===== config.mk =====
export PLATFORM = sky130hd
export DESIGN_NAME = redundancy_pair_scanner_flat
export DESIGN_NICKNAME = d
export VERILOG_FILES = /design/src/rtl/redundancy_pair_scanner_pkg.sv /design/src/rtl/redundancy_pair_scanner_if.sv /design/src/rtl/redundancy_pair_scanner_pair_index_counter.sv /design/src/rtl/redundancy_pair_scanner.sv /design/src/flat_wrapper.sv
export SDC_FILE = /design/constraint.sdc
export NUM_CORES = 1
export LEC_CHECK = 0
export ABC_CLOCK_PERIOD_IN_PS = 3700
export BUFFER_PORTS_ARGS = -buffer_cell sky130_fd_sc_hd__buf_2
export CORE_UTILIZATION = 43
export DETAILED_ROUTE_END_ITERATION = 12
export GPL_TIMING_DRIVEN = 0
export PLACE_DENSITY = 0.64
export SLEW_MARGIN = 30
export SYNTH_ARGS = -nofsm -noshare
export SYNTH_HDL_FRONTEND = slang
export SYNTH_SLANG_ARGS = --single-unit
export TNS_END_PERCENT = 10

===== constraint.sdc =====
create_clock -name clk -period 3.7 [get_ports clk]
set_input_delay 0.185 -clock clk [delete_from_list [all_inputs] [get_ports clk]]
set_output_delay 0.185 -clock clk [all_outputs]
set_load 0.01 [all_outputs]

===== src/rtl/redundancy_pair_scanner_pkg.sv =====
// Shared types and helpers for the redundancy pair scanner.
package redundancy_pkg;

    localparam int DEFAULT_WORD_WIDTH = 8;
    localparam int DEFAULT_MAX_KLEN   = 16;

    typedef enum logic [1:0] {
        IDLE  = 2'd0,
        SCAN  = 2'd1,
        DRAIN = 2'd2,
        DONE  = 2'd3
    } scan_state_t;

    // Width of a write address into a buffer of the given depth (at least 1 bit).
    function automatic int addr_width(input int depth);
        return (depth > 1) ? $clog2(depth) : 1;
    endfunction

endpackage


===== src/rtl/redundancy_pair_scanner_if.sv =====
// Pair output stream towards the distance calculator: valid/ready plus the index pair.
interface redundancy_pair_scanner_if #(
    parameter int WORD_WIDTH = redundancy_pkg::DEFAULT_WORD_WIDTH
);
    logic                  pair_valid;
    logic                  pair_ready;
    logic [WORD_WIDTH-1:0] idx1;
    logic [WORD_WIDTH-1:0] idx2;

    modport master (output pair_valid, output idx1, output idx2, input pair_ready);
    modport slave  (input pair_valid, input idx1, input idx2, output pair_ready);
endinterface


===== src/rtl/redundancy_pair_scanner_pair_index_counter.sv =====
// Walks (i, j) over all index pairs i < j < N in lexicographic order.
module pair_index_counter
    import redundancy_pkg::*;
#(
    parameter int WORD_WIDTH = DEFAULT_WORD_WIDTH,
    parameter int MAX_KLEN   = DEFAULT_MAX_KLEN
) (
    input  logic                  clk,
    input  logic                  reset,
    input  logic                  load,
    input  logic                  adv,
    input  logic [WORD_WIDTH-1:0] klen,
    output logic [WORD_WIDTH-1:0] i,
    output logic [WORD_WIDTH-1:0] j,
    output logic                  last_pair,
    output logic                  short_kernel
);

    localparam logic [WORD_WIDTH-1:0] KLEN_MAX = WORD_WIDTH'(MAX_KLEN);

    logic [WORD_WIDTH-1:0] n_q;
    logic [WORD_WIDTH-1:0] n_in;

    // Requested length clamped to the buffer depth; kernels below two elements have no pairs.
    assign n_in         = (klen > KLEN_MAX) ? KLEN_MAX : klen;
    assign short_kernel = (n_in < WORD_WIDTH'(2));
    assign last_pair    = (i == n_q - WORD_WIDTH'(2)) && (j == n_q - WORD_WIDTH'(1));

    // Latch N on load, then step j along the row and wrap to the next row at its end.
    always_ff @(posedge clk) begin
        // NOTE: sequential state uses non-blocking assignments so every register
        // samples the pre-edge values of the others.
        if (reset) begin
            n_q <= '0;
            i   <= '0;
            j   <= '0;
        end else if (load) begin
            n_q <= n_in;
            i   <= '0;
            j   <= WORD_WIDTH'(1);
        end else if (adv) begin
            if (j < n_q - WORD_WIDTH'(1)) begin
                j <= j + WORD_WIDTH'(1);
            end else begin
                i <= i + WORD_WIDTH'(1);
                j <= i + WORD_WIDTH'(2);
            end
        end
    end

endmodule


===== src/rtl/redundancy_pair_scanner.sv =====
// Finds pairs of equal non-zero weights in a loaded kernel and streams their indices.
module redundancy_pair_scanner
    import redundancy_pkg::*;
#(
    parameter int WORD_WIDTH = DEFAULT_WORD_WIDTH,
    parameter int MAX_KLEN   = DEFAULT_MAX_KLEN,
    parameter int ADDR_WIDTH = addr_width(MAX_KLEN)
) (
    input  logic                   clk,
    input  logic                   reset,
    input  logic                   w_we,
    input  logic [ADDR_WIDTH-1:0]  w_addr,
    input  logic [WORD_WIDTH-1:0]  w_data,
    input  logic                   start,
    input  logic [WORD_WIDTH-1:0]  klen,
    output logic                   busy,
    output logic                   done,
    redundancy_pair_scanner_if.master pair
);

    scan_state_t state_q;
    scan_state_t state_d;

    logic [WORD_WIDTH-1:0] weights [MAX_KLEN];
    logic [WORD_WIDTH-1:0] i;
    logic [WORD_WIDTH-1:0] j;
    logic [WORD_WIDTH-1:0] w_i;
    logic [WORD_WIDTH-1:0] w_j;
    logic                  last_pair;
    logic                  short_kernel;
    logic                  counter_load;
    logic                  counter_adv;
    logic                  load_pair;
    logic                  match;
    logic                  slot_free;

    pair_index_counter #(
        .WORD_WIDTH (WORD_WIDTH),
        .MAX_KLEN   (MAX_KLEN)
    ) u_counter (
        .clk          (clk),
        .reset        (reset),
        .load         (counter_load),
        .adv          (counter_adv),
        .klen         (klen),
        .i            (i),
        .j            (j),
        .last_pair    (last_pair),
        .short_kernel (short_kernel)
    );

    // Weight buffer write port; the kernel is frozen while a scan runs.
    always_ff @(posedge clk) begin
        // NOTE: the buffer has no reset, so kernels survive a reset and can be rescanned.
        if (w_we && state_q == IDLE) begin
            weights[w_addr] <= w_data;
        end
    end

    // Two combinational read ports feed the comparator.
    assign w_i       = weights[i[ADDR_WIDTH-1:0]];
    assign w_j       = weights[j[ADDR_WIDTH-1:0]];
    assign match     = (w_i == w_j) && (w_i != '0);
    assign slot_free = !pair.pair_valid || pair.pair_ready;

    // State register.
    always_ff @(posedge clk) begin
        if (reset) begin
            state_q <= IDLE;
        end else begin
            state_q <= state_d;
        end
    end

    // Next state and scan control strobes.
    always_comb begin
        // NOTE: every output gets a default first so no path leaves one unassigned (no latches).
        state_d      = state_q;
        counter_load = 1'b0;
        counter_adv  = 1'b0;
        load_pair    = 1'b0;
        unique case (state_q)
            IDLE: begin
                if (start) begin
                    counter_load = 1'b1;
                    state_d      = short_kernel ? DONE : SCAN;
                end
            end
            SCAN: begin
                // A match that cannot be placed holds (i, j) until the slot frees.
                if (!(match && !slot_free)) begin
                    counter_adv = 1'b1;
                    load_pair   = match;
                    if (last_pair) begin
                        state_d = DRAIN;
                    end
                end
            end
            DRAIN: begin
                if (slot_free) begin
                    state_d = DONE;
                end
            end
            DONE: begin
                state_d = IDLE;
            end
            default: begin
                state_d = IDLE;
            end
        endcase
    end

    // Output slot: load a new pair, or clear it once the consumer takes it.
    always_ff @(posedge clk) begin
        if (reset) begin
            pair.pair_valid <= 1'b0;
            pair.idx1       <= '0;
            pair.idx2       <= '0;
        end else if (load_pair) begin
            pair.pair_valid <= 1'b1;
            pair.idx1       <= i;
            pair.idx2       <= j;
        end else if (pair.pair_ready) begin
            pair.pair_valid <= 1'b0;
        end
    end

    assign busy = (state_q != IDLE);
    assign done = (state_q == DONE);

endmodule


===== src/flat_wrapper.sv =====
// flat-port wrapper written by rule: the top's interface ports become plain ports
module redundancy_pair_scanner_flat import redundancy_pkg::*;
#(
    parameter int WORD_WIDTH = DEFAULT_WORD_WIDTH,
    parameter int MAX_KLEN   = DEFAULT_MAX_KLEN,
    parameter int ADDR_WIDTH = addr_width(MAX_KLEN)
)
  (clk, reset, w_we, w_addr, w_data, start, klen, busy, done, pair_pair_valid, pair_idx1, pair_idx2, pair_pair_ready);
  redundancy_pair_scanner_if #(.WORD_WIDTH(WORD_WIDTH)) pair_i ();
  input  logic clk;
  input  logic reset;
  input  logic w_we;
  input  logic [ADDR_WIDTH-1:0] w_addr;
  input  logic [WORD_WIDTH-1:0] w_data;
  input  logic start;
  input  logic [WORD_WIDTH-1:0] klen;
  output logic busy;
  output logic done;
  output wire logic [$bits(pair_i.pair_valid)-1:0] pair_pair_valid;
  output wire logic [$bits(pair_i.idx1)-1:0] pair_idx1;
  output wire logic [$bits(pair_i.idx2)-1:0] pair_idx2;
  input wire logic [$bits(pair_i.pair_ready)-1:0] pair_pair_ready;
  assign pair_pair_valid = pair_i.pair_valid;
  assign pair_idx1 = pair_i.idx1;
  assign pair_idx2 = pair_i.idx2;
  assign pair_i.pair_ready = pair_pair_ready;
  redundancy_pair_scanner #(.WORD_WIDTH(WORD_WIDTH), .MAX_KLEN(MAX_KLEN), .ADDR_WIDTH(ADDR_WIDTH)) u_core (.clk(clk), .reset(reset), .w_we(w_we), .w_addr(w_addr), .w_data(w_data), .start(start), .klen(klen), .busy(busy), .done(done), .pair(pair_i));
endmodule

# Word-level counts from Yosys, hierarchy flattened
# Memory sizes are Yosys's and may differ from the RTL's. A register that Yosys moved wholly into a read port is not among the register bits.
# Index checks and enable logic that the tools add are counted.
[word_totals]
input_bits = 25
elab_cells = 65
reg_bits = 43
out_inout_bits = 19
mem_bits_rw = 128
memories = 1
[op_classes]
n_lt_le_gt_ge = 3
bitwise_logic = 1
mux = 22
n_eq_ne = 10
addsub = 5
reduce_logical = 15
[mem_list]
columns = ["memory", "depth", "width", "read_ports", "rd_clocked_by_memory_dff", "wr", "line", "text"]
rows = [
  ["u_core.weights", 16, 8, 2, 1, 1, "redundancy_pair_scanner.sv:24", "logic [WORD_WIDTH-1:0] weights [MAX_KLEN];"],
]
[op_table]
columns = ["cell", "count"]
rows = [
  ["$eq A8 B8 Y1", 3],
  ["$add A8 B1 Y8 const B", 2],
  ["$mux W8", 2],
  ["$mux W1", 12],
  ["$mux W2", 5],
  ["$add A8 B2 Y8 const B", 1],
  ["$gt A8 B5 Y1 const B", 1],
  ["$lt A8 B2 Y1 const B", 1],
  ["$lt A8 B8 Y1", 1],
  ["$mux W4", 2],
  ["$pmux W2 S4", 1],
  ["$reduce_bool A8 Y1", 1],
  ["$sub A8 B1 Y8 const B", 1],
  ["$sub A8 B2 Y8 const B", 1],
  ["$reduce_bool A2 Y1", 3],
  ["$eq A2 B2 Y1 const B", 2],
  ["$logic_and A1 B1 Y1", 4],
  ["$ne A2 B1 Y1 const B", 2],
  ["$ne A2 B2 Y1 const B", 2],
  ["$reduce_and A4 Y1", 1],
  ["$eq A2 B1 Y1 const B", 1],
  ["$logic_not A1 Y1", 2],
  ["$logic_not A2 Y1", 1],
  ["$reduce_and A2 Y1", 1],
  ["3 further kinds", 3],
]

# Longest topological paths before layout
# Gate-level depths: netlist (run 1).
[logic_depth]
ltp_word = 9
mapped_depth = 15
depth_no_buf = 13

# By module
# Synthesis (run 1) repeated with hierarchy kept, for this count alone.
[hier_totals]
cells_unflattened = 641
area_unflattened_um2 = 8725.9
[by_module_without_submodules]
columns = ["mod", "area_each_um2", "n_inst", "seq_area_each_um2", "cells_per_inst"]
rows = [
  ["redundancy_pair_scanner", 6995.5, 1, 4224.1, 430],
  ["pair_index_counter", 1730.4, 1, 480.5, 211],
]

# Least setup slack after synthesis (run 1)
# OpenSTA, ideal clock, no wires.
[synth_timing]
path_type = "flip-flop to flip-flop"
from = "reg u_core.u_counter.n_q[2]"
to = "reg u_core.u_counter.j[3]"
path_stages_with_launch = 16
n_path_buf = 2
arrival_ns = 3.247
synth_period_minus_slack_ns = 3.365
required_ns = 3.583
setup_slack_ns = 0.335
setup_ns = 0.117
cell_sequence = "dfxtp_1 > inv_1 > ha_1 > clkbuf_1 > a21boi_0 > nand2_1 > nor3_1 > xnor2_1 > ha_1 > nand2_1 > a21oi_1 > a211oi_1 > clkbuf_1 > mux2i_1 > nor2_1 > a32o_1"
[synth_between]
elab_chain_len = 3
[synth_rtl]
columns = ["item", "line", "text"]
rows = [
  ["start, declared", "redundancy_pair_scanner_pair_index_counter.sv:21", "logic [WORD_WIDTH-1:0] n_q;"],
  ["start signal, assigned", "redundancy_pair_scanner_pair_index_counter.sv:38", "n_q <= n_in;"],
  ["$sub A8 B1 Y8", "redundancy_pair_scanner_pair_index_counter.sv:42", "if (j < n_q - WORD_WIDTH'(1)) begin"],
  ["$lt A8 B8 Y1", "redundancy_pair_scanner_pair_index_counter.sv:42", ""],
  ["$mux W8", "redundancy_pair_scanner_pair_index_counter.sv:42", ""],
  ["end signal, assigned", "redundancy_pair_scanner_pair_index_counter.sv:43", "j <= j + WORD_WIDTH'(1);"],
  ["end signal, assigned", "redundancy_pair_scanner_pair_index_counter.sv:46", "j <= i + WORD_WIDTH'(2);"],
  ["end, declared", "redundancy_pair_scanner_pair_index_counter.sv:14", "output logic [WORD_WIDTH-1:0] j,"],
]
# No other way between the ends.
# A chain may end at the register's enable or synchronous reset.

# Final worst setup path (run 1)
[layout_timing]
from = "reg u_core.u_counter.j[2]"
to = "reg u_core.pair.idx1[6]"
[layout_between]
elab_chain_len = 6
[layout_rtl]
columns = ["item", "line", "text"]
rows = [
  ["$mem_v2 Z16 W8 (*)", "--", ""],
  ["$eq A8 B8 Y1 (*)", "redundancy_pair_scanner.sv:63", "assign match = (w_i == w_j) && (w_i != '0);"],
  ["$logic_and A1 B1 Y1 (*)", "redundancy_pair_scanner.sv:63", ""],
  ["$logic_and A1 B1 Y1", "redundancy_pair_scanner.sv:91", "if (!(match && !slot_free)) begin"],
  ["$mux W1 (*)", "redundancy_pair_scanner.sv:91", ""],
  ["$mux W1 (*)", "redundancy_pair_scanner.sv:82", "unique case (state_q)"],
  ["end signal, assigned", "redundancy_pair_scanner.sv:121", "pair.idx1 <= i;"],
  ["end, declared", "redundancy_pair_scanner_if.sv:10", "modport master (output pair_valid, output idx1, output idx2, input pair_ready);"],
]
# Mark *: on every way between the ends. The rest lies on a longest branch, timed or not.

==> flow_metrics.py, run 1 <==
metrics = {
    "clock_tree": {
        "clock_path_buffers": 2,
        "htree_levels": 4,
        "clkLatencyLatePin_ns": 0.43,
        "clockRootBuffer": "clkbuf_16",
        "clk_pin_slew_ns": 0.07,
        "cts_inserted_buffers": 17,
        "clock_sinks": 175,
        "cts_tree": "built",
    },
    "logic_synthesis": {
        "synth_top_area_share_pct": 43.8,
        "ys.flop_type": "edfxtp_1",
        "synth_cells": 630,
        "synth-edff-count": 128,
        "async_reset_ff_share_pct": 0,
        "yosysWarnings": 0,
        "seq_area_frac_synth_pct": 54.6,
        "synth.ff_latch_count": 175,
        "synthTopCellsByArea": "edfxtp_1 (44%), mux4_2 (17%), dfxtp_1 (11%), mux2i_1 (4.0%), ha_1 (2.7%)",
        "avgSynthCellArea_um2": 13.9,
        "synthDistinctLibCells": 55,
        "syn-num-nets": 674,
        "synth_area_um2": 8770,
        "synth_area_leader_cell": "edfxtp_1",
    },
    "power": {
        "ir_drop_v": 0.000347,
        "power_leakage_nw": 3.63,
        "powerDensity_nw_per_um2": 488,
    },
    "die": {
        "core-area_um2": 19700,
        "die_w_um": 145,
        "io_pins": 44,
        "die-area_um2": 21000,
        "num_rows": 51,
        "start_util_pct": 44.5,
        "die_y_um": 145,
    },
    "layout": {
        "nNetsFinal": 745,
        "layout.cells.most_common": "edfxtp_1",
        "mostFrequentLayoutCells": "edfxtp_1 (128), mux4_2 (66), buf_2 (49), nand2_1 (48)",
        "final_cell_area_um2": 10100,
        "syn_to_final_growth_pct": 15.5,
        "drive_gt1_share_pct": 28.9,
        "num_antenna_cells": 0,
    },
    "worst_setup_path": {
        "cp.required_ns": 4.01,
        "path_class": "flip-flop to flip-flop",
        "worst-path-max-fanout": 10,
        "start_kind": "flip-flop",
        "cp.arrival_ns": 3.88,
        "crit_path_end_kind": "flip-flop",
    },
    "global_routing": {
        "grtUsageTotal_pct": 23.3,
        "grt-ovfl-total": 0,
        "antenna_found_initial": 0,
        "grt_pass1_vias": 5978,
        "grt_first_pass_wirelength_um": 34500,
        "grt_max_degree": 17,
    },
    "sta": {
        "fin_ws_ns": 0.132,
        "slew_headroom_pct": 35.0,
        "hold_slack_ns": 0.116,
        "setup_tns_ns": 0,
        "period_needed_ns": 3.57,
        "rsz0062_at_grt": "yes",
        "clock_skew_ns": 0.00752,
        "slew_violations": 0,
        "hold_viol_final": 0,
        "setup_viol": 0,
        "fmax_ghz": 0.280,
        "finalCritPeriodShare_pct": 96.4,
        "worst_pin_slew_ns": 0.950,
    },
    "place": {
        "hpwl_um": 16000,
        "place_area_um2": 9410,
        "place_congestion": 0.856,
        "port-buffer-count": 42,
        "pre_cts_slack_ns": -0.483,
    },
    "routing": {
        "via_count": 5808,
        "drt_iter0_drc": 514,
        "viasPerCell": 5.93,
        "drc": 0,
        "routedWlPerCell_um": 23.2,
        "drtPass1Iterations": 5,
        "drtAntennaViolNets": 0,
        "wirelength_um": 22700,
    },
    "hold_path": {
        "hp-class": "primary input to flip-flop",
    },
    "run_status": {
        "status": "completed",
    },
    "run": {
        "max_cap_viol_count": 0,
    },
}
-- critical path: stages (launching register included) --
cell and delay, ns:
dfxtp_1 0.37, clkbuf_1 0.30, clkbuf_4 0.35, mux4_2 0.33, mux2i_1 0.20, mux2i_1 0.17
nor4b_1 0.36, a31oi_1 0.13, a211oi_4 0.41, nand3b_1 0.21, buf_4 0.23, buf_8 0.16
mux2i_1 0.16, nor2_1 0.05
-- through the flow --
step                power (mW)  util, %  cells
floorplan                 2.86        -    630
global placement          3.09     47.2    937
detailed placement        3.13     47.7    941
CTS                       4.93     51.0    977
global route              5.10     51.3    979
finish                    4.94     51.3    979
-- final timing paths --
check                           slack, ns  depth (start not counted)                                to                               start
worst min-delay path                 0.12                          1   u_core.weights[10][6]$_DFFE_PP_                           w_data[6]
worst min register to register       0.50                          2  u_core.pair.idx1[0]$_SDFFE_PP0P_    u_core.pair.idx1[0]$_SDFFE_PP0P_
worst max-delay path                 0.13                         13  u_core.pair.idx1[6]$_SDFFE_PP0P_  u_core.u_counter.j[2]$_SDFFE_PP0P_
worst max register to register       0.13                         13  u_core.pair.idx1[6]$_SDFFE_PP0P_  u_core.u_counter.j[2]$_SDFFE_PP0P_
-- state kept, by name (all words and copies together) (netlist names), named ones only --
register,flops
u_core.state_q,2
u_core.u_counter.j,8
u_core.pair.idx1,8
u_core.weights,128
u_core.pair.idx2,8
u_core.u_counter.i,8
u_core.u_counter.n_q,8
u_core.pair.pair_valid,1
-- where the power goes --
group          switching [mW]  internal, mW
Combinational           0.539         0.407
Sequential             0.0239          2.15
Clock                   0.807          1.01
-- metal layers --
metal / vias to the layer above / global-route usage (%) / wire (um)
met5: - / 0 / 0
met4: 0 / 8.25 / 609
met3: 51 / 5.26 / 1310
met2: 212 / 40.2 / 11500
met1: 2964 / 28.6 / 9300
li1: 2581 / - / -
-- synthesized netlist by cell type (all sizes together) (5+ instances only) --
cell    number
a211oi       5
a21oi       14
a22oi       12
a31o         5
and2         6
and3         5
buf         22
clkbuf      19
dfxtp       47
edfxtp     128
ha          19
inv         10
mux2i       35
mux4        66
nand2       48
nand2b      11
nand3        8
nand4        6
nor2        58
nor3        12
o21ai       11
o22ai        6
xnor2       21
xor2         8
-- cell type report --
class	count	area [um^2]
multi-input cells	404	3820
well taps	265	332
clock buffers	18	429
clock inverters	14	156
plain buffers	40	251
inverters	10	37.5
flip-flops and latches	175	4790
repair buffers	53	314
fillers	1632	9590
-- kinds of logic (layout without fill, tap and decap cells) --
logic type	count (synthesis)	count (layout)	share of synthesized area, %
adders and majority gates	19	19	2.71
AOI/OAI and AO/OA	77	77	6.31
muxes	104	104	21.3
DFF	175	175	54.6
buffers and inverters	51	135	2.83
xor gates and xnor gates	29	29	2.90
and+or+nand+nor	175	175	9.36
-- repair_timing --
action                                  4_1_cts  5_1_grt
gates resized for setup                       9       22
endpoints found under the hold margin         4        0
pin swaps                                     1        2
endpoints found under the setup margin       38       31
hold buffers                                  4        0
buffers inserted                              0        3
gates cloned                                  0        0
Power figures use the tool's default switching activity.
==> run 2, diff against run 1 <==
--- a/config.mk
+++ b/config.mk
@@ -5,7 +5,7 @@
 export SDC_FILE = /design/constraint.sdc
 export NUM_CORES = 1
 export LEC_CHECK = 0
-export ABC_CLOCK_PERIOD_IN_PS = 3700
+export ABC_CLOCK_PERIOD_IN_PS = 3500
 export BUFFER_PORTS_ARGS = -buffer_cell sky130_fd_sc_hd__buf_2
 export CORE_UTILIZATION = 43
 export DETAILED_ROUTE_END_ITERATION = 12
==> constraint.sdc (replaced) <==
create_clock -name clk -period 3.5 [get_ports clk]
set_input_delay 0.175 -clock clk [delete_from_list [all_inputs] [get_ports clk]]
set_output_delay 0.175 -clock clk [all_outputs]
set_load 0.01 [all_outputs]
==> run 2 against run 1 <==
Compared with the run above:
- sequential power rose by 6%
- clock power up 5%
- largest power group unchanged
- critical endpoint is now u_core.u_counter.j[3]$_SDFFE_PP0P_
- sequential share of layout area fell by 0.39 points
- critical path depth is 2 lower
- clock-buffer cell count unchanged
- worst hold slack got worse by 0.0067 ns
- maximum frequency grew 5.0%
- flip-flop and latch count stayed put
- total power up 6.0%
- core utilization grew 0.46 points
==> flow_metrics.py, run 2 (synthesis gave the netlist of run 1 again) <==
metrics = {
    "sta": {
        "period_needed_ns": 3.40,
        "slew_headroom_pct": 34.9,
        "slew_violations": 0,
        "hold_viol_final": 0,
        "clock_skew_ns": 0.00967,
        "setup_viol": 0,
        "fmax_ghz": 0.294,
        "setup_tns_ns": 0,
        "worst_pin_slew_ns": 0.953,
        "finalCritPeriodShare_pct": 97.1,
        "hold_slack_ns": 0.109,
    },
    "worst_setup_path": {
        "cp.required_ns": 3.83,
        "cpMaxStageDelayCell": "mux4_2",
        "path_class": "flip-flop to flip-flop",
        "critical-path-top-delay-family": "multiplexers",
        "max_stage_delay_ns": 0.52,
        "path_cells": "clkbuf_2 -> mux4_2 -> mux4_2 -> or4_4 -> o31ai_4 -> a211oi_4 -> buf_4 -> a21boi_4 -> buf_6 -> nand2_1 -> a32o_1",
        "crit_end": "u_core.u_counter.j[3]$_SDFFE_PP0P_",
        "cp.arrival_ns": 3.73,
        "critPathBufInv": 3,
        "crit_path_end_kind": "flip-flop",
        "regToRegSetupSlack_ns": 0.10,
        "start_kind": "flip-flop",
        "reg2regPathDepth": 11,
        "cp.depth": 11,
        "cp_common_cell": "mux4_2",
        "r2r_end": "u_core.u_counter.j[3]$_SDFFE_PP0P_",
        "worst-path-max-fanout": 10,
    },
    "die": {
        "core-area_um2": 19700,
        "die_w_um": 145,
        "io_pins": 44,
        "start_util_pct": 44.5,
        "die-area_um2": 21000,
        "die_y_um": 145,
        "num_rows": 51,
    },
    "place": {
        "port-buffer-count": 42,
        "place_congestion": 0.856,
        "hpwl_um": 16000,
    },
    "clock_tree": {
        "clkLatencyLatePin_ns": 0.44,
        "htree_levels": 4,
        "cts_inserted_buffers": 17,
        "cts_tree": "built",
        "clock_path_buffers": 2,
        "clock_sinks": 175,
        "clockRootBuffer": "clkbuf_16",
        "clk_pin_slew_ns": 0.07,
    },
    "power": {
        "p_sw_mw": 1.46,
        "powerDensity_nw_per_um2": 512,
        "p_seq_share_pct": 43.9,
        "switching_share_pct": 27.8,
        "p_int_mw": 3.78,
        "p_clk_share_pct": 36.7,
        "ir_drop_v": 0.000366,
        "p_comb_share_pct": 19.5,
        "power_leakage_nw": 3.66,
    },
    "global_routing": {
        "antenna_found_initial": 0,
        "grt_max_degree": 17,
        "grtUsageTotal_pct": 23.4,
        "grt_first_pass_wirelength_um": 34800,
        "grt_pass1_vias": 5992,
        "grt-ovfl-total": 0,
    },
    "routing": {
        "viasPerCell": 5.99,
        "drtAntennaViolNets": 0,
        "wirelength_um": 22800,
        "routedWlPerCell_um": 23.3,
        "drc": 0,
        "drtPass1Iterations": 7,
        "via_count": 5880,
        "drt_iter0_drc": 613,
    },
    "hold_path": {
        "worstHoldStart": "w_data[6]",
        "hp-class": "primary input to flip-flop",
    },
    "layout": {
        "nNetsFinal": 747,
        "drive_gt1_share_pct": 30.2,
        "num_antenna_cells": 0,
        "syn_to_final_growth_pct": 16.5,
        "regMostFlops": "u_core.weights",
        "layout.cells.most_common": "edfxtp_1",
        "largest_reg_flops": 128,
        "fin_util_pct": 51.8,
        "mostFrequentLayoutCells": "edfxtp_1 (128), mux4_2 (66), buf_2 (48), nand2_1 (47), nor2_1 (46)",
    },
    "run_status": {
        "status": "completed",
    },
    "run": {
        "max_cap_viol_count": 0,
    },
}
## run 2: cell types whose count changed in the layout (fill, tap and decap cells not counted), moves of 2 or more
cell	before	now
buf_6	9	7
buf_4	7	11
buf_8	1	4
clkbuf_4	5	2
## run 2: final cells by class
| cell class | instances | area (um^2) |
|---|---|---|
| plain buffers | 40 | 283 |
| inverters | 10 | 37.5 |
| repair buffers | 55 | 329 |
| clock inverters | 14 | 156 |
| multi-input cells | 404 | 3860 |
| clock buffers | 18 | 429 |
| fillers | 1624 | 9500 |
| flip-flops and latches | 175 | 4790 |
| well taps | 265 | 332 |
## run 2: worst register-to-register path, stage by stage (launching register included)
cell	delay, ns
dfxtp_1	0.36
clkbuf_2	0.32
mux4_2	0.37
mux4_2	0.52
or4_4	0.47
o31ai_4	0.23
a211oi_4	0.12
buf_4	0.16
a21boi_4	0.26
buf_6	0.19
nand2_1	0.06
a32o_1	0.25
## run 2: per-stage QoR
step           std cells  power (mW)  worst slack (ns)  instance area (um^2)
2_1_floorplan        630        3.02             0.135                  8770
3_3_place_gp         937        3.27            -0.641                  9310
3_5_place_dp         941        3.31            -0.683                  9410
4_1_cts              982        5.22           -0.0303                 10100
5_1_grt              981        5.41           -0.0123                 10200
6_report             981        5.23             0.102                 10200
## run 2: per-layer routing
metal | track usage [%] | vias up | routed length [um]
li1 | - | 2586 | -
met1 | 29.1 | 3009 | 9460
met2 | 40.6 | 229 | 11500
met3 | 4.94 | 56 | 1250
met4 | 7.87 | 0 | 592
met5 | 0 | - | 0
## run 2: worst min-delay path by stage
stage	depth (start not counted)	endpoint
2_1_floorplan	0	u_core.weights[0][0]$_DFFE_PP_
3_3_place_gp	3	u_core.u_counter.n_q[1]$_SDFFE_PP0P_
3_5_place_dp	3	u_core.u_counter.n_q[2]$_SDFFE_PP0P_
4_1_cts	1	u_core.weights[5][5]$_DFFE_PP_
5_1_grt	1	u_core.weights[5][5]$_DFFE_PP_
6_report	1	u_core.weights[7][6]$_DFFE_PP_
## run 2: timing repair
| action | 4_1_cts | 5_1_grt |
|---|---|---|
| hold endpoints to repair | 4 | 0 |
| gates resized for setup | 19 | 30 |
| setup buffers | 5 | 0 |
| setup endpoints to repair | 39 | 38 |
| pin swaps | 2 | 2 |
| hold buffers | 4 | 0 |
## run 2: power by group through the flow
stage,Clock (mW),Sequential (mW),Combinational (mW)
CTS,1.93,2.29,0.991
global route,2.02,2.30,1.09
floorplan,0,2.33,0.691
finish,1.92,2.30,1.02
detailed placement,0,2.34,0.965
global placement,0,2.34,0.933
==> run 3, diff against run 2 <==
--- a/config.mk
+++ b/config.mk
@@ -10,7 +10,9 @@
 export CORE_UTILIZATION = 43
 export DETAILED_ROUTE_END_ITERATION = 12
 export GPL_TIMING_DRIVEN = 0
+export MAX_ROUTING_LAYER = met4
 export PLACE_DENSITY = 0.64
+export REMOVE_ABC_BUFFERS = 1
 export SLEW_MARGIN = 30
 export SYNTH_ARGS = -nofsm -noshare
 export SYNTH_HDL_FRONTEND = slang
==> run 3 against run 2 <==
Compared with the run above:
- first-iteration DRC count down 19%
- clock skew about the same
- sequential share of layout area up 0.65 points
- core utilization down 0.52 points
- clock-buffer cell count unchanged
- cell area down 1.0%
- global-route usage down 1.3 points
- critical endpoint is now u_core.state_q[1]$_SDFFE_PP0P_
- largest power group unchanged
- highest routed layer unchanged
==> flow_metrics.py, run 3 (synthesis gave the netlist of run 1 again) <==
metrics = {
    "power": {
        "p_int_mw": 3.65,
        "p_clk_share_pct": 34.6,
        "ir_drop_v": 0.000438,
        "powerDensity_nw_per_um2": 498,
        "power_leakage_nw": 3.60,
        "p_sw_mw": 1.39,
        "p_seq_share_pct": 46.9,
        "switching_share_pct": 27.6,
        "p_comb_share_pct": 18.5,
    },
    "run_status": {
        "status": "completed",
    },
    "clock_tree": {
        "clockRootBuffer": "clkbuf_16",
        "clkLatencyLatePin_ns": 0.43,
        "clock_path_buffers": 2,
        "clk_pin_slew_ns": 0.07,
        "cts_inserted_buffers": 17,
        "cts_tree": "built",
        "htree_levels": 4,
        "clock_sinks": 175,
    },
    "die": {
        "core-area_um2": 19700,
        "die_y_um": 145,
        "die_w_um": 145,
        "start_util_pct": 44.5,
        "die-area_um2": 21000,
        "num_rows": 51,
        "io_pins": 44,
    },
    "worst_setup_path": {
        "start_kind": "flip-flop",
        "cp.required_ns": 3.81,
        "critical-path-top-delay-family": "multiplexers",
        "path_class": "flip-flop to flip-flop",
        "cpMaxStageDelayCell": "mux4_2",
        "critPathBufInv": 2,
        "crit_path_end_kind": "flip-flop",
        "worst-path-max-fanout": 13,
        "cp.arrival_ns": 3.79,
        "cp_common_cell": "mux4_2",
        "path_cells": "buf_4 -> buf_12 -> mux4_2 -> mux4_2 -> xnor2_1 -> nand4_1 -> a211oi_2 -> nand2_2 -> a21oi_2 -> mux2_2",
        "max_stage_delay_ns": 0.54,
    },
    "layout": {
        "syn_to_final_growth_pct": 15.3,
        "fin_util_pct": 51.3,
        "num_antenna_cells": 0,
        "layout.cells.most_common": "edfxtp_1",
        "nNetsFinal": 725,
        "layout.cells.non_filler": 958,
        "mostFrequentLayoutCells": "edfxtp_1 (128), mux4_2 (66), nor2_1 (47), nand2_1 (47), buf_2 (43)",
        "drive_gt1_share_pct": 29.9,
        "largest_reg_flops": 128,
        "regMostFlops": "u_core.weights",
    },
    "place": {
        "port-buffer-count": 43,
        "place_inst": 905,
        "hpwl_um": 14000,
        "place_congestion": 0.855,
    },
    "global_routing": {
        "grt_util_met1_pct": 25.2,
        "grt_max_degree": 30,
        "gr-usage-met2_pct": 38.6,
        "grt-ovfl-total": 0,
        "grt_use_met3_pct": 4.28,
        "grtUsageTotal_pct": 22.1,
        "antenna_found_initial": 0,
        "grt_first_pass_wirelength_um": 32100,
        "grt_pass1_vias": 5691,
        "busiest_layer": "met2",
    },
    "routing": {
        "drt_iter0_drc": 496,
        "viasPerCell": 5.97,
        "wirelength_um": 21000,
        "via_count": 5720,
        "routedWlPerCell_um": 21.9,
        "drtAntennaViolNets": 0,
        "drc": 0,
        "drtPass1Iterations": 5,
    },
    "sta": {
        "period_needed_ns": 3.48,
        "rsz0062_at_grt": "yes",
        "finalCritPeriodShare_pct": 99.4,
        "clock_skew_ns": 0.00988,
        "setup_viol": 0,
        "fmax_ghz": 0.288,
        "slew_headroom_pct": 30.7,
        "worst_pin_slew_ns": 1.04,
        "hold_viol_final": 0,
        "slew_violations": 0,
    },
    "run": {
        "max_cap_viol_count": 0,
    },
    "hold_path": {
        "hp-class": "primary input to flip-flop",
    },
}
## run 3: final timing paths
path                                                        from                          endpoint  cells after the start  slack [ns]
worst max-delay path                                   flip-flop    u_core.state_q[1]$_SDFFE_PP0P_                     10        0.02
worst min-delay path                                   w_data[7]    u_core.weights[3][7]$_DFFE_PP_                      1        0.12
worst max register to register                         flip-flop    u_core.state_q[1]$_SDFFE_PP0P_                     10        0.02
worst min register to register  u_core.pair.idx1[1]$_SDFFE_PP0P_  u_core.pair.idx1[1]$_SDFFE_PP0P_                      2        0.49
## run 3: power groups by stage
| stage | Sequential, mW | Clock, mW | Combinational, mW |
|---|---|---|---|
| finish | 2.36 | 1.74 | 0.933 |
| global route | 2.37 | 1.86 | 1.00 |
| CTS | 2.36 | 1.77 | 0.928 |
| detailed placement | 2.41 | 0 | 0.877 |
| global placement | 2.47 | 0 | 0.739 |
| floorplan | 2.42 | 0 | 0.567 |
## run 3: cell type report
cell class | instances | area [um^2]
Fill cell | 1642 | 9610
Sequential cell | 175 | 4810
Multi-Input combinational cell | 404 | 3830
Timing Repair Buffer | 73 | 571
Clock buffer | 18 | 429
Tap cell | 265 | 332
Clock inverter | 13 | 105
Inverter | 10 | 37.5
## run 3: through the flow
stage | total power [mW] | cell area [um^2] | setup slack (ns) | hold WS (ns) | TNS, ns
2_1_floorplan | 2.98 | 8560 | -0.890 | 0.247 | -26.27
3_3_place_gp | 3.21 | 9100 | -2.13 | 0.392 | -69.02
3_5_place_dp | 3.28 | 9280 | -0.728 | 0.397 | -14.02
4_1_cts | 5.06 | 10000 | -0.0131 | 0.104 | -0.0131
5_1_grt | 5.23 | 10100 | -0.0980 | 0.109 | -1.05
6_report | 5.04 | 10100 | 0.0225 | 0.119 | 0
## run 3: what timing repair did
item                                    4_1_cts  5_1_grt
buffers inserted                              9        9
hold endpoints to repair                      4        0
hold buffers                                  4        0
endpoints found under the setup margin       36       31
resized for setup                            10        6
pin swaps                                     4        2
## run 3: layer usage
layer  up-vias  part of all wire (%)
met2       222                    53
met4         0                   2.6
met5         -                     0
met1      2904                    39
met3        49                   5.4
li1       2545                     -
